<file path="src/rtl/meteor_pkg.sv">
// Shared playfield constants, FSM state encoding and column-source constants for the meteor engine.
package meteor_pkg;

    localparam int PF_W     = 160;
    localparam int PF_H     = 120;
    localparam int PF_MET_W = 8;

    localparam logic [7:0] LFSR_SEED = 8'hA5;
    localparam logic [7:0] COL_STEP  = 8'd37;

    typedef enum logic [1:0] {
        IDLE  = 2'd0,
        SPAWN = 2'd1,
        FALL  = 2'd2,
        GONE  = 2'd3
    } state_t;

endpackage

</file>
<file path="src/rtl/meteor_lfsr8.sv">
// 8-bit Fibonacci LFSR (taps 8,6,5,4) with synchronous reload and step enable.
// Seeded non-zero, so the sequence never reaches the all-zero lock-up state.
module meteor_lfsr8
    import meteor_pkg::*;
(
    input  logic       clk,
    input  logic       rst,
    input  logic       clr,
    input  logic       en,
    output logic [7:0] q
);

    logic [7:0] lfsr_q;
    logic [7:0] lfsr_d;

    always_comb begin
        lfsr_d = lfsr_q;
        if (clr) begin
            lfsr_d = LFSR_SEED;
        end else if (en) begin
            lfsr_d = {lfsr_q[6:0], lfsr_q[7] ^ lfsr_q[5] ^ lfsr_q[4] ^ lfsr_q[3]};
        end
    end

    always_ff @(posedge clk or posedge rst) begin
        if (rst) begin
            lfsr_q <= LFSR_SEED;
        end else begin
            lfsr_q <= lfsr_d;
        end
    end

    assign q = lfsr_q;

endmodule

</file>
<file path="src/rtl/meteor_fall.sv">
// Falling-meteor engine: advances one meteor per frame, pulses a score on exit, respawns after a delay.
// Define METEOR_RANDOM_X_EN to take spawn columns from an LFSR instead of a stride-37 counter.
module meteor_fall
    import meteor_pkg::*;
#(
    parameter int SCREEN_W       = PF_W,
    parameter int SCREEN_H       = PF_H,
    parameter int MET_W          = PF_MET_W,
    parameter int MAX_STEP       = 31,
    parameter int RESPAWN_FRAMES = 2
) (
    input  logic       i_clk,
    input  logic       reset,
    input  logic       restart,
    input  logic       run,
    input  logic       frame,
    input  logic [7:0] speed,
    output logic [7:0] o_x,
    output logic [6:0] o_y,
    output logic       o_active,
    output logic       o_moved,
    output logic       o_passed
);

    localparam logic [7:0] X_MAX    = 8'(SCREEN_W - MET_W);
    localparam logic [7:0] Y_LIM    = 8'(SCREEN_H);
    localparam logic [7:0] STEP_MAX = 8'(MAX_STEP);
    localparam logic [3:0] RESP_CNT = 4'(RESPAWN_FRAMES);

    state_t     state_q, state_d;
    logic [7:0] x_q, x_d;
    logic [6:0] y_q, y_d;
    logic       active_q, active_d;
    logic       moved_q, moved_d;
    logic       passed_q, passed_d;
    logic [3:0] cnt_q, cnt_d;

    logic [7:0] step;
    logic [7:0] sum;
    logic [7:0] spawn_x;
    logic       spawn_now;

    assign spawn_now = run && !restart && (state_q == SPAWN);

`ifdef METEOR_RANDOM_X_EN
    logic [7:0] lfsr_val;

    meteor_lfsr8 u_lfsr (
        .clk (i_clk),
        .rst (reset),
        .clr (restart),
        .en  (1'b1),
        .q   (lfsr_val)
    );

    // Fold the out-of-range tail back into the legal column span.
    assign spawn_x = (lfsr_val > X_MAX) ? (lfsr_val - X_MAX) : lfsr_val;
`else
    logic [7:0] col_q, col_d;
    logic [7:0] col_sum;

    always_comb begin
        col_sum = col_q + COL_STEP;
        col_d   = col_q;
        if (restart) begin
            col_d = '0;
        end else if (spawn_now) begin
            col_d = (col_sum > X_MAX) ? (col_sum - (X_MAX + 8'd1)) : col_sum;
        end
    end

    always_ff @(posedge i_clk or posedge reset) begin
        if (reset) begin
            col_q <= '0;
        end else begin
            col_q <= col_d;
        end
    end

    assign spawn_x = col_q;
`endif

    always_comb begin
        step     = (speed > STEP_MAX) ? STEP_MAX : speed;
        sum      = {1'b0, y_q} + step;
        state_d  = state_q;
        x_d      = x_q;
        y_d      = y_q;
        active_d = active_q;
        cnt_d    = cnt_q;
        moved_d  = 1'b0;
        passed_d = 1'b0;

        if (restart) begin
            state_d  = IDLE;
            x_d      = '0;
            y_d      = '0;
            active_d = 1'b0;
            cnt_d    = '0;
        end else if (run) begin
            case (state_q)
                IDLE: state_d = SPAWN;
                SPAWN: begin
                    x_d      = spawn_x;
                    y_d      = '0;
                    active_d = 1'b1;
                    state_d  = FALL;
                end
                FALL: begin
                    if (frame) begin
                        if (sum < Y_LIM) begin
                            y_d     = sum[6:0];
                            moved_d = 1'b1;
                        end else begin
                            active_d = 1'b0;
                            passed_d = 1'b1;
                            cnt_d    = RESP_CNT;
                            state_d  = GONE;
                        end
                    end
                end
                GONE: begin
                    if (frame) begin
                        cnt_d = cnt_q - 4'd1;
                        if (cnt_q == 4'd1) begin
                            state_d = SPAWN;
                        end
                    end
                end
                default: state_d = IDLE;
            endcase
        end
    end

    always_ff @(posedge i_clk or posedge reset) begin
        if (reset) begin
            state_q  <= IDLE;
            x_q      <= '0;
            y_q      <= '0;
            active_q <= 1'b0;
            moved_q  <= 1'b0;
            passed_q <= 1'b0;
            cnt_q    <= '0;
        end else begin
            state_q  <= state_d;
            x_q      <= x_d;
            y_q      <= y_d;
            active_q <= active_d;
            moved_q  <= moved_d;
            passed_q <= passed_d;
            cnt_q    <= cnt_d;
        end
    end

    assign o_x      = x_q;
    assign o_y      = y_q;
    assign o_active = active_q;
    assign o_moved  = moved_q;
    assign o_passed = passed_q;

endmodule

</file>
<file path="config.mk">
export PLATFORM = sky130hd
export DESIGN_NAME = meteor_fall
export DESIGN_NICKNAME = d
export VERILOG_FILES = /design/src/rtl/meteor_pkg.sv /design/src/rtl/meteor_lfsr8.sv /design/src/rtl/meteor_fall.sv
export SDC_FILE = /design/constraint.sdc
export NUM_CORES = 1
export LEC_CHECK = 0
export CORE_MARGIN = 5
export CORE_UTILIZATION = 55
export DETAILED_ROUTE_END_ITERATION = 10
export GPL_ROUTABILITY_DRIVEN = 1
export PLACE_DENSITY = 0.81
export SETUP_SLACK_MARGIN = 0.2
export SLEW_MARGIN = 20
export SYNTH_ARGS = -nofsm -noshare
export SYNTH_HDL_FRONTEND = slang
export SYNTH_SLANG_ARGS = --single-unit
</file>
<file path="constraint.sdc">
create_clock -name i_clk -period 3.1 [get_ports i_clk]
set_input_delay 0.31 -clock i_clk [delete_from_list [all_inputs] [get_ports i_clk]]
set_output_delay 0.31 -clock i_clk [all_outputs]
set_load 0.02 [all_outputs]
</file>
# After elaboration in Yosys (flattened, before gate mapping)
# Cells that the tools add are included.
# word_totals
reg_bits	32
latchBits	0
ramBits	0
romBits	0
input_bits	13
output_inout_bits	18
word_cells	78
n_memories	0
# op_classes
n_addsub	4
mul	0
n_div	0
order_cmp	3
eq_ne	9
shift	0
n_mux	40
bitwise	0
n_reduce_logical	14
# op_table
cell	n
8-bit two-way mux	7
7-bit two-way mux	4
4-bit two-way mux	5
3-bit != test (second input constant)	5
1-bit two-way mux	14
7-bit case mux with 2 select lines	1
2-bit two-way mux	6
5-bit AND reduction	2
7-bit by 8-bit adder with 8-bit output	1
8-bit by 6-bit adder with 8-bit output (second input constant)	1
8-bit by 5-bit > comparator with 1-bit output (second input constant)	1
8-bit > comparator (second input constant)	1
8-bit by 7-bit less-than comparator with 1-bit output (second input constant)	1
2-bit case mux with 4 select lines	1
4-bit case mux with 2 select lines	1
4-bit AND reduction	2
8-bit subtractor (second input constant)	1
2-bit nonzero test	3
3-bit nonzero test	2
2-bit == test (second input constant)	2
4-bit by 1-bit == test with 1-bit output (second input constant)	1
4-bit by 1-bit subtractor with 4-bit output (second input constant)	1
2-bit by 1-bit == test with 1-bit output (second input constant)	1
1-bit logical AND	2
other kinds (4)	4

# Logic depth before layout (Yosys ltp)
# depth
depth_word	9
ltp_mapped	11
ltp_nobuf	10

# Worst setup path before layout
# OpenSTA, ideal clock, no wires.
# synth_timing
path_kind	input -> register
from	in speed[7]
to	reg cnt_q[3]
setup_ns	0.118
arrival_ns	3.022
required_ns	2.982
slack_ns	-0.040
cell_stages	11
path_buffers	1
cell_sequence	nor3_1 > nand2b_1 > ha_1 > fa_1 > a211oi_1 > or2_1 > a311oi_2 > or4_1 > buf_6 > a41o_1 > a21o_1
# synth_via
elab_chain_len	6
# synth_rtl
item	line_no	rtl
from (decl)	meteor_fall.sv:17	input logic [7:0] speed,
8-bit by 5-bit > comparator with 1-bit output	meteor_fall.sv:84	step = (speed > STEP_MAX) ? STEP_MAX : speed;
8-bit two-way mux (*)	meteor_fall.sv:84	
7-bit by 8-bit adder with 8-bit output (*)	meteor_fall.sv:85	sum = {1'b0, y_q} + step;
8-bit by 7-bit less-than comparator with 1-bit output (*)	meteor_fall.sv:111	if (sum < Y_LIM) begin
3-bit != test (no line) (*)	n/a	
5-bit AND reduction (no line) (*)	n/a	
to (signal assigned)	meteor_fall.sv:151	cnt_q <= cnt_d;
to (decl)	meteor_fall.sv:36	logic [3:0] cnt_q, cnt_d;
# Every way passes the cells marked *; elsewhere a longest branch is shown, timed or not.
# A chain may end at the register's enable or synchronous reset.

# Final worst setup path
# layout_timing
from	in speed[1]
to	reg y_q[6] (netlist: o_y[6])
# layout_via
elab_chain_len	8
word_cells_on_any_way	11
classes_between	1 x add/sub; 2 x order compare; 1 x eq/ne; 6 x mux; 1 x reduce/logical
# layout_rtl
item	line_no	rtl
8-bit by 5-bit > comparator with 1-bit output	meteor_fall.sv:84	
8-bit two-way mux (*)	meteor_fall.sv:84	
7-bit by 8-bit adder with 8-bit output (*)	meteor_fall.sv:85	
parallel branches: the longest is 5 deep, another holds 8-bit by 7-bit less-than comparator with 1-bit output	n/a	
to (signal assigned)	meteor_fall.sv:147	y_q <= y_d;
to (decl)	meteor_fall.sv:32	logic [6:0] y_q, y_d;
# Mark *: on every way between the ends. The select of a mux whose other input is x is not followed.

==> results.rst <==
.. list-table::
   :header-rows: 1

   * - Metric
     - Value
   * - Outcome
     - completed
   * - Synth area leader
     - sky130_fd_sc_hd__dfrtp_1
   * - Global-route usage over all layers
     - 0.233
   * - Static leakage power
     - 1.34 nW
   * - Classification of the worst setup path
     - in2reg
   * - Starting Density
     - 0.576
   * - Share of total power in the clock network
     - 0.189
   * - IO buf count
     - 30
   * - Final clock skew
     - 0.0104 ns
   * - HPWL after DPL
     - 4.41 mm
   * - Utilization of the core after routing
     - 0.754
   * - Global-route wire length before repair
     - 10.2 mm
   * - Sequential group share of total power
     - 0.266
   * - Share of synthesized registers carrying an async set or reset
     - 1.00
   * - Number of violations reported at the end of detailed-routing iteration 0
     - 225
   * - Area of the core
     - 4090 um2
   * - Final-layout worst hold slack
     - 0.393 ns
   * - Number of levels the H-tree was split into
     - 2
   * - Category of the worst setup path capture point
     - flop
   * - Worst-Skew Late Latency
     - 0.29 ns
   * - Max-cap violations
     - 0
   * - Logic pwr share
     - 0.546
   * - Power, Total
     - 2.11 mW
   * - RD Place Congestion
     - 0.905
   * - Die outline area
     - 5690 um2
   * - Setup TNS
     - 0 ns
   * - Post-synth EDFFs
     - 0
   * - Critical Path Stages
     - 13
   * - Minimum setup slack among reg-to-reg paths
     - 0.33 ns
   * - Synth Flop Type
     - sky130_fd_sc_hd__dfrtp_1
   * - Clock-pin slew of the registers on the worst-case setup and hold paths
     - 0.07 ns
   * - Die X
     - 75.4 um
   * - TritonCTS clock tree
     - done
   * - Site Rows
     - 23
   * - Count of clock tree sinks
     - 32
   * - Sw Pwr
     - 0.838 mW
   * - Slew HR
     - 0.548
   * - Synthesized netlist cell count
     - 283
   * - Total DRC errors in the routed layout
     - 0
   * - Buf+Inv Stages, Crit Path
     - 5
   * - Post-synthesis area per instance
     - 8.32 um2
   * - Top-area cell type share of the netlist area
     - 0.340
   * - TritonRoute pass-1 iters
     - 4
   * - Number of distinct library cells after synthesis
     - 57
   * - Cell internal power dissipation
     - 1.27 mW
   * - Req. time, crit path
     - 3.32 ns
   * - Data arrival time of the worst path
     - 3.04 ns
   * - Peak VDD IR
     - 0.000465 V
   * - Vias in the first global route
     - 2258
   * - Cell types occupying the most area after synthesis
     - sky130_fd_sc_hd__dfrtp_1 34%, sky130_fd_sc_hd__ha_1 6.9%, sky130_fd_sc_hd__nand2_1 6.9%
   * - Hold Fails Final Rpt
     - 0
   * - Worst reg2reg path endpoint
     - o_y[6]
   * - Deepest clock path buffer count
     - 2
   * - Sw Ratio
     - 0.398
   * - Total wirelength of the detailed-routed design
     - 6.16 mm
   * - Clock buffers created by TritonCTS
     - 5
   * - Height of the chip
     - 75.4 um
   * - Crit path max-delay family
     - simple AND/OR/NAND/NOR gates
   * - Sequential area share after synthesis
     - 0.340
   * - Via total after detailed routing
     - 2327
   * - Via/cell ratio
     - 6.00
   * - Worst-path maximum fanout
     - 4
   * - Worst-path cell chain
     - clkdlybuf4s50_1 -> nand2b_1 -> buf_4 -> ha_1 -> and3_1 -> or3_1 -> nand4_1 -> buf_4 -> buf_6 -> nor4_4 -> buf_2 -> or4_1 -> o211ai_1
   * - Slowest cell delay on critical path
     - 0.50 ns
   * - Reg2Reg Depth
     - 13
   * - Number of I/O pins
     - 31
   * - Number of antenna violations at the first check in global routing
     - 0
   * - Nets@finish
     - 364
   * - Average wire length per cell after detail routing
     - 15.9 um
   * - Number of register bits inferred by synthesis
     - 32
   * - Netlist area before placement
     - 2350 um2
   * - Startpoint of the lowest-slack register-to-register path
     - o_y[0]
   * - Largest net degree at the start of global routing
     - 33
   * - Count of antenna-violating nets left after detailed routing
     - 0
   * - Share of the clock period used by the worst path
     - 0.911
   * - Max-slew violation total from the final report
     - 0
   * - Period minus WS final
     - 2.82 ns
   * - Count of inserted antenna diode cells
     - 0
   * - Remaining Overflow, GRT
     - 0
   * - Pwr per Cell Area
     - 683 nW/um2
   * - Actual transition at the worst max-transition pin
     - 0.676 ns
   * - Area added between synthesis and finish
     - 31.0%
   * - Max frequency
     - 354 MHz
   * - RSZ-0062 raised after global routing
     - yes
   * - CP Launch Point
     - speed[1]
   * - Path type of the worst min-delay path
     - in2async
   * - Cell at the slowest stage of the critical path
     - sky130_fd_sc_hd__or4_1
   * - Worst setup path end
     - o_y[6]
   * - Final setup violating endpoints
     - 0
   * - Cell chosen for the clock root
     - sky130_fd_sc_hd__clkbuf_8
   * - Number of warnings reported in the yosys synthesis log
     - 0
   * - Most prevalent standard cell on the critical path
     - sky130_fd_sc_hd__buf_4
   * - Setup crit start kind
     - primary input
   * - Share of post-route cells with drive strength above 1
     - 0.183
## cells in the mapped netlist (all sizes together), types with 4 or more instances
cell type and n:
o21ai 10, nand3 9, nor2 26, clkbuf 13, a21o 9, a21oi 26, o211ai 7, nor3 8
inv 10, dfrtp 32, nand2b 6, nand2 43, ha 13, a31oi 4, o21bai 4
## area by class of cell
cell class                      count  area [um2]
Multi-Input combinational cell    228        1550
Tap cell                           50        62.6
Clock buffer                        6        72.6
Fill cell                         293        1000
Inverter                           10        37.5
Clock inverter                      2        35.0
Timing Repair Buffer               60         522
Sequential cell                    32         801
## worst min-delay path, stage by stage
cell	delay [ns]
sky130_fd_sc_hd__clkdlybuf4s50_1	0.39
sky130_fd_sc_hd__inv_1	0.05
sky130_fd_sc_hd__buf_4	0.36
## cells in the final DEF, fill, tap and decap left out, types with 2 or more instances in the layout
cell,netlist,routed
sky130_fd_sc_hd__nand2b_1,6,5
sky130_fd_sc_hd__buf_6,1,3
sky130_fd_sc_hd__conb_1,1,2
sky130_fd_sc_hd__clkbuf_2,0,3
sky130_fd_sc_hd__a21boi_0,3,3
sky130_fd_sc_hd__o21bai_1,4,4
sky130_fd_sc_hd__dfrtp_1,32,32
sky130_fd_sc_hd__nor2b_1,2,2
sky130_fd_sc_hd__a32o_1,2,2
sky130_fd_sc_hd__nand2_1,43,43
sky130_fd_sc_hd__nor2_1,26,25
sky130_fd_sc_hd__clkdlybuf4s50_1,0,26
sky130_fd_sc_hd__a21oi_1,26,26
sky130_fd_sc_hd__xnor2_1,3,3
sky130_fd_sc_hd__clkbuf_8,0,5
sky130_fd_sc_hd__a211o_1,2,2
sky130_fd_sc_hd__inv_1,10,10
sky130_fd_sc_hd__o211ai_1,7,7
sky130_fd_sc_hd__nand4b_1,2,2
sky130_fd_sc_hd__a21o_1,9,9
sky130_fd_sc_hd__xor2_1,2,2
sky130_fd_sc_hd__o21ai_0,9,6
sky130_fd_sc_hd__o221a_2,2,2
sky130_fd_sc_hd__buf_4,0,26
sky130_fd_sc_hd__a31oi_1,3,3
sky130_fd_sc_hd__nand3_1,9,9
sky130_fd_sc_hd__o2bb2ai_1,3,3
sky130_fd_sc_hd__mux2_2,3,3
sky130_fd_sc_hd__nor3_1,8,6
sky130_fd_sc_hd__a22oi_1,2,2
sky130_fd_sc_hd__or3_1,3,3
sky130_fd_sc_hd__ha_1,13,11
sky130_fd_sc_hd__ha_4,0,2
sky130_fd_sc_hd__a211oi_1,3,2
sky130_fd_sc_hd__nor4_1,2,2
sky130_fd_sc_hd__o21ai_1,1,4
sky130_fd_sc_hd__nand4_1,2,2
## metrics by stage
stage / instance area [um2] / std cells / worst slack, ns
floorplan: 2380 / 284 / 0.218
global placement: 2850 / 373 / -0.245
detailed placement: 2850 / 373 / -0.309
CTS: 3020 / 384 / 0.208
global route: 3080 / 388 / 0.108
finish: 3080 / 388 / 0.277
## worst min-delay path by stage
stage,cells past startpoint,from,end
CTS,3,reset,o_y[4]
floorplan,1,reset,cnt_q[0]
global placement,1,o_active,o_active
finish,3,reset,o_y[4]
detailed placement,1,o_active,o_active
global route,3,reset,o_y[4]
## metal layers
metal,track usage,vias to the layer above,part of all wire
met2,0.395,78,0.51
met1,0.301,1104,0.42
met4,0.0718,0,0.020
met3,0.0449,13,0.051
met5,0,-,0
li1,-,1132,-
## registers in the layout (all words and copies together) (netlist names)
| signal | count |
|---|---|
| cnt_q | 4 |
| col_q | 8 |
| o_active | 1 |
| o_moved | 1 |
| o_passed | 1 |
| o_x | 8 |
| o_y | 7 |
| state_q | 2 |
## power by group through the flow
stage	registers, mW	logic, mW	clock network, mW
final	0.560	1.15	0.397
after global routing	0.573	1.25	0.421
after CTS	0.559	1.02	0.402
after detailed placement	0.564	0.949	0
after global placement	0.560	0.923	0
after floorplan	0.555	0.621	0
## logic make-up (layout without fill, tap and decap cells)
| kind of cell | count (synthesis) | in the layout | share of synthesized area |
|---|---|---|---|
| AO/OA/AOI/OAI | 88 | 88 | 0.265 |
| XOR/XNOR | 5 | 5 | 0.0186 |
| adder cells (fa/ha/maj) | 14 | 14 | 0.0776 |
| buffers and inverters | 24 | 78 | 0.0415 |
| flip-flops | 32 | 32 | 0.340 |
| multiplexers | 4 | 4 | 0.0186 |
| other | 1 | 2 | 0.00159 |
| AND/OR/NAND/NOR | 115 | 115 | 0.237 |
## what timing repair did
| action | 4_1_cts | 5_1_grt |
|---|---|---|
| cloned | 0 | 1 |
| buffers inserted | 3 | 3 |
| hold buffers | 0 | 0 |
| endpoints found under the setup margin | 15 | 15 |
| pin swaps | 9 | 9 |
| resized for setup | 10 | 18 |
Note: power is estimated with default switching activity, not from simulation.
